## config.mk

```make
export PLATFORM = sky130hd
export DESIGN_NAME = alu_cmd_issuer
export DESIGN_NICKNAME = d
export VERILOG_FILES = /design/src/rtl/alu_cmd_issuer.sv
export SDC_FILE = /design/constraint.sdc
export NUM_CORES = 1
export LEC_CHECK = 0
export ABC_AREA = 1
export BUFFER_PORTS_ARGS = -buffer_cell sky130_fd_sc_hd__buf_4
export CORE_MARGIN = 4
export CORE_UTILIZATION = 40
export DETAILED_ROUTE_END_ITERATION = 10
export PLACE_DENSITY = 0.55
export SKIP_CTS_REPAIR_TIMING = 1
export SYNTH_ARGS = -nofsm -noshare
export SYNTH_HDL_FRONTEND = slang
export SYNTH_SLANG_ARGS = --single-unit
```

## constraint.sdc

```tcl
create_clock -name clk -period 7.71 [get_ports clk]
set_clock_uncertainty 0.1 [all_clocks]
set_input_delay 0.3855 -clock clk [delete_from_list [all_inputs] [get_ports clk]]
set_output_delay 0.3855 -clock clk [all_outputs]
set_load 0.01 [all_outputs]
```

## src/rtl/alu_cmd_issuer.sv

```systemverilog
// alu_cmd_issuer: buffers ALU commands in a FIFO, issues them one at a time to an external ALU, returns tagged results and keeps statistics
// Ports: cmd_* command stream in (cmd_ready = !full), alu_* registered operands out / combinational ALU result in,
//        res_* result stream out (held until res_ready), clear_stats/ops_done/ovf_count statistics.
module alu_cmd_issuer #(
    parameter int DEPTH = 4,
    parameter int TAG_W = 4
) (
    input  logic             clk,
    input  logic             rst,
    input  logic             cmd_valid,
    output logic             cmd_ready,
    input  logic [3:0]       cmd_ctrl,
    input  logic [15:0]      cmd_a,
    input  logic [15:0]      cmd_b,
    input  logic [TAG_W-1:0] cmd_tag,
    output logic [3:0]       alu_ctrl,
    output logic [15:0]      alu_a,
    output logic [15:0]      alu_b,
    input  logic [15:0]      alu_s,
    input  logic             alu_zero,
    input  logic             alu_overflow,
    output logic             res_valid,
    input  logic             res_ready,
    output logic [15:0]      res_s,
    output logic             res_zero,
    output logic             res_overflow,
    output logic             res_illegal,
    output logic [TAG_W-1:0] res_tag,
    input  logic             clear_stats,
    output logic [15:0]      ops_done,
    output logic [15:0]      ovf_count
);
    localparam int AW = $clog2(DEPTH);

    typedef enum logic [1:0] {IDLE, ISSUE, RESP} state_t;

    state_t           state_q;
    logic [3:0]       ctrl_mem [DEPTH];
    logic [15:0]      a_mem    [DEPTH];
    logic [15:0]      b_mem    [DEPTH];
    logic [TAG_W-1:0] tag_mem  [DEPTH];
    logic [AW:0]      wr_q, rd_q;
    logic [3:0]       alu_ctrl_q;
    logic [15:0]      alu_a_q, alu_b_q;
    logic [TAG_W-1:0] tag_q;
    logic             res_valid_q, res_zero_q, res_ovf_q, res_illegal_q;
    logic [15:0]      res_s_q;
    logic [TAG_W-1:0] res_tag_q;
    logic [15:0]      ops_cnt_q, ovf_cnt_q;
    logic [AW-1:0]    wr_idx, rd_idx;
    logic             empty, full, push, pop, res_hs;

    assign wr_idx = wr_q[AW-1:0];
    assign rd_idx = rd_q[AW-1:0];
    assign empty  = wr_q == rd_q;
    // Extra pointer bit distinguishes full from empty when the indices match.
    assign full   = (wr_q[AW] != rd_q[AW]) && (wr_idx == rd_idx);
    assign push   = cmd_valid && !full;
    assign res_hs = res_valid_q && res_ready;
    // Pop either from idle or straight out of RESP on the result handshake.
    assign pop    = !empty && (state_q == IDLE || res_hs);

    assign cmd_ready    = !full;
    assign alu_ctrl     = alu_ctrl_q;
    assign alu_a        = alu_a_q;
    assign alu_b        = alu_b_q;
    assign res_valid    = res_valid_q;
    assign res_s        = res_s_q;
    assign res_zero     = res_zero_q;
    assign res_overflow = res_ovf_q;
    assign res_illegal  = res_illegal_q;
    assign res_tag      = res_tag_q;
    assign ops_done     = ops_cnt_q;
    assign ovf_count    = ovf_cnt_q;

    always_ff @(posedge clk) begin
        if (push) begin
            ctrl_mem[wr_idx] <= cmd_ctrl;
            a_mem[wr_idx]    <= cmd_a;
            b_mem[wr_idx]    <= cmd_b;
            tag_mem[wr_idx]  <= cmd_tag;
        end
    end

    always_ff @(posedge clk) begin
        if (rst) begin
            state_q       <= IDLE;
            wr_q          <= '0;
            rd_q          <= '0;
            alu_ctrl_q    <= '0;
            alu_a_q       <= '0;
            alu_b_q       <= '0;
            tag_q         <= '0;
            res_valid_q   <= 1'b0;
            res_s_q       <= '0;
            res_zero_q    <= 1'b0;
            res_ovf_q     <= 1'b0;
            res_illegal_q <= 1'b0;
            res_tag_q     <= '0;
            ops_cnt_q     <= '0;
            ovf_cnt_q     <= '0;
        end else begin
            if (push) wr_q <= wr_q + 1'b1;
            if (pop) begin
                rd_q       <= rd_q + 1'b1;
                alu_ctrl_q <= ctrl_mem[rd_idx];
                alu_a_q    <= a_mem[rd_idx];
                alu_b_q    <= b_mem[rd_idx];
                tag_q      <= tag_mem[rd_idx];
            end
            case (state_q)
                IDLE: if (!empty) state_q <= ISSUE;
                ISSUE: begin
                    res_s_q       <= alu_s;
                    res_zero_q    <= alu_zero;
                    res_ovf_q     <= alu_overflow;
                    res_illegal_q <= alu_ctrl_q inside {4'd7, 4'd11, 4'd13, 4'd15};
                    res_tag_q     <= tag_q;
                    res_valid_q   <= 1'b1;
                    state_q       <= RESP;
                end
                RESP: if (res_ready) begin
                    res_valid_q <= 1'b0;
                    state_q     <= empty ? IDLE : ISSUE;
                end
                default: state_q <= IDLE;
            endcase
            if (clear_stats) begin
                ops_cnt_q <= '0;
                ovf_cnt_q <= '0;
            end else if (res_hs) begin
                ops_cnt_q <= ops_cnt_q + 1'b1;
                if (res_ovf_q && ovf_cnt_q != 16'hFFFF) ovf_cnt_q <= ovf_cnt_q + 1'b1;
            end
        end
    end
endmodule

```

==> out/qor.txt <==
Worst slew margin: 28.6%
Pin count of the biggest net entering global routing: 85
Die area: 28900 µm²
Critical Path RT: 7.81 ns
Sequential area share after synthesis: 65.7%
Clock-pin slew on the worst setup and hold paths: 0.06 ns
Post-Synth Simple-Gate Area: 17.9%
Mux share of post-synthesis cell area: 0%
Ys async rst share: 0%
Die Height: 170 µm
Max VDD drop: 0.224 mV
Antenna diode count: 0
Synth Instances: 1059
Num CTS Buffers: 28
Post-synth EDFFs: 160
Failing checks: hold timing
Critical Path Sink Type: flip-flop
Area of the multi-input gates: 3070 µm²
CP max stage cell: buf_4
I/O Pins: 156
Vias per Instance: 4.78
Ys flop type: edfxtp_1
Antenna violations before repair: 0
NumNets Final: 1328
Synth top area share: 45.8%
Post-route DRC: 0
Synth Area in Compound Gates: 8.95%
Max-cap viol count: 0
Syn Nets: 1129
Worst hold margin: -0.0254 ns
Hpwl dp: 14.2 mm
Gr ovfl total: 0
Hold wc startpoint: alu_s[8]
Yosys top cell by area: edfxtp_1
Final wirelength: 23.5 mm
Flops & latches, synth: 264
Storage cell area: 6890 µm²
Detail Route Antenna Nets: 0
Vias in the first global route: 7139
Horizontal die dimension: 170 µm
IO Port Bufs: 155
Adder-Cell Fraction of Synth Area: 0.835%
CP max stage delay: 0.61 ns
First-pass iteration count of the detailed router: 5
CP arrival: 3.23 ns
Lkg Pwr: 0.00526 µW
Max Fclk: 0.319 GHz
Crit Reg-Reg Startpoint: rd_q[1]
Delay-heaviest family, CP: buffers and inverters
Largest family of logic cells by synthesized area: simple AND/OR/NAND/NOR gates
XOR/XNOR Fraction of Synth Area: 1.17%
CTS root buffer: clkbuf_16
Htree depth: 1
DR iter-0 viols: 469
Buffers & Inverters on Critical Path: 2
Fill cells: 2312
Initial Util: 41.2%
Clock latency on the worst-skew pair: 0.54 ns
Final setup margin: 4.58 ns
GP Congestion: 0.752
WL/cell: 14.6 µm
Min cycle time layout: 3.13 ns
Area Overhead vs Synth: 27.5%
CP Cell Sequence: buf_4 > xor2_1 > nor2_2 > nand2_1 > nand2_1 > nor2_4 > buf_4
Worst Hold Class: primary input to flip-flop
Max Slew Vio Count: 0
GRT Total Usage: 15.7%
Final worst-path cycle share: 40.6%
Top cells by count, synth: nor2_1, edfxtp_1, nand2_1
Power per cell area: 320 nW/µm²
Crit-path max FO: 83
Vias after detailed routing: 7703
Synth top area cells: edfxtp_1, dfxtp_1, nor2_1
Sum Neg Setup Slack: 0 ns
Netlist Area Pre-Place: 10500 µm²
Num rows: 58
Startpoint Class: flip-flop
Setup violators final: 0
Core area: 25500 µm²
Top-count cell post-synth: nor2_1
Wire length of the first global-routing pass: 37.3 mm
TritonCTS clock tree: done
Slew @ Worst Pin: 1.07 ns
DP Worst Slack: 4.52 ns
Synth Warn #: 0
Clk sink count: 264
Hold Fails Final Rpt: 5
Layout cell share with drive strength beyond 1: 17.0%
Outcome: complete, but fails checks
Start point of the critical path: rd_q[1]
Yosys cell types: 32
CP Class: flip-flop to flip-flop
Syn avg cell area: 9.90 µm²
Unrepaired setup endpoints after global routing: no
Max Buffers Root-to-Sink: 3
-- metrics by stage --
stage               instance area, µm²  power [µW]  std cells  util [%]  hold slack (ns)
CTS                              12800        4320       1555      50.3          -0.0794
floorplan                        10500        2630       1059         -            0.330
global placement                 11900        3010       1503      46.8            0.342
detailed placement               11900        3020       1503      46.8            0.343
finish                           13400        4280       1610      52.5          -0.0254
global route                     13400        4590       1610      52.5       0.00000339
-- where the power goes --
part           total, µW  switching (µW)  internal [µW]
clock network       1290             532            762
logic               1210             751            461
registers           1780            83.0           1690
-- final timing paths --
check / endpoint / slack [ns] / depth (start not counted)
worst max-delay path: a_mem[1][14] / 4.58 / 7
worst min-delay path: res_s[8] / -0.03 / 3
worst max register to register: a_mem[1][14] / 4.58 / 7
worst min register to register: res_tag[3] / 0.36 / 2
-- cell usage in the layout (no fill, tap or decap), drive strengths merged --
master and n:
a311oi 1, ha 7, xor2 12, nand3b 1, o21ai 80, a211oi 1
nor3 10, edfxtp 160, nand4 2, o32ai 40, bufinv 2, nand2 162
dlygate4sd3 55, clkbuf 38, inv 85, xnor2 2, clkinv 13, dfxtp 104
nor2 290, nand3 18, a21oi 29, nor3b 1, buf 164, o211ai 1
o211a 1, o2111ai 1
-- tightest hold or removal path: cells and delay by family --
family	cells	cell delay, ns
AND/OR/NAND/NOR	2	0.11
buffers and inverters	1	0.07
-- cell type report --
cell class,instances,share of cell area [%]
Clock inverter,14,0.945
Tap cell,330,3.09
Multi-Input combinational cell,659,23.0
Timing Repair Buffer,219,13.3
Inverter,86,2.41
Clock buffer,38,5.75
Sequential cell,264,51.5
-- layer usage --
metal,part of all wire [%],global-route usage (%),up-vias
met4,2.5,4.03,0
met1,47,22.6,3560
met2,45,25.2,179
met3,5.0,2.44,41
li1,-,-,3923
met5,0,0,-
-- logic make-up after synthesis --
group                      after synthesis
adders and majority gates                7
xor gates and xnor gates                14
DFF                                    264
AOI/OAI and AO/OA                      154
and+or+nand+nor                        484
buffers and inverters                  136
-- sequential cells by signal, summed over array words and instances, names as in the netlist, 2 cells and up --
signal	flops
a_mem	64
rd_q	3
wr_q	3
ops_done	16
res_tag	4
tag_q	4
state_q	2
alu_a	16
res_s	16
tag_mem	16
alu_ctrl	4
b_mem	64
ovf_count	16
alu_b	16
ctrl_mem	16
Note: power is estimated with default switching activity, not from simulation.
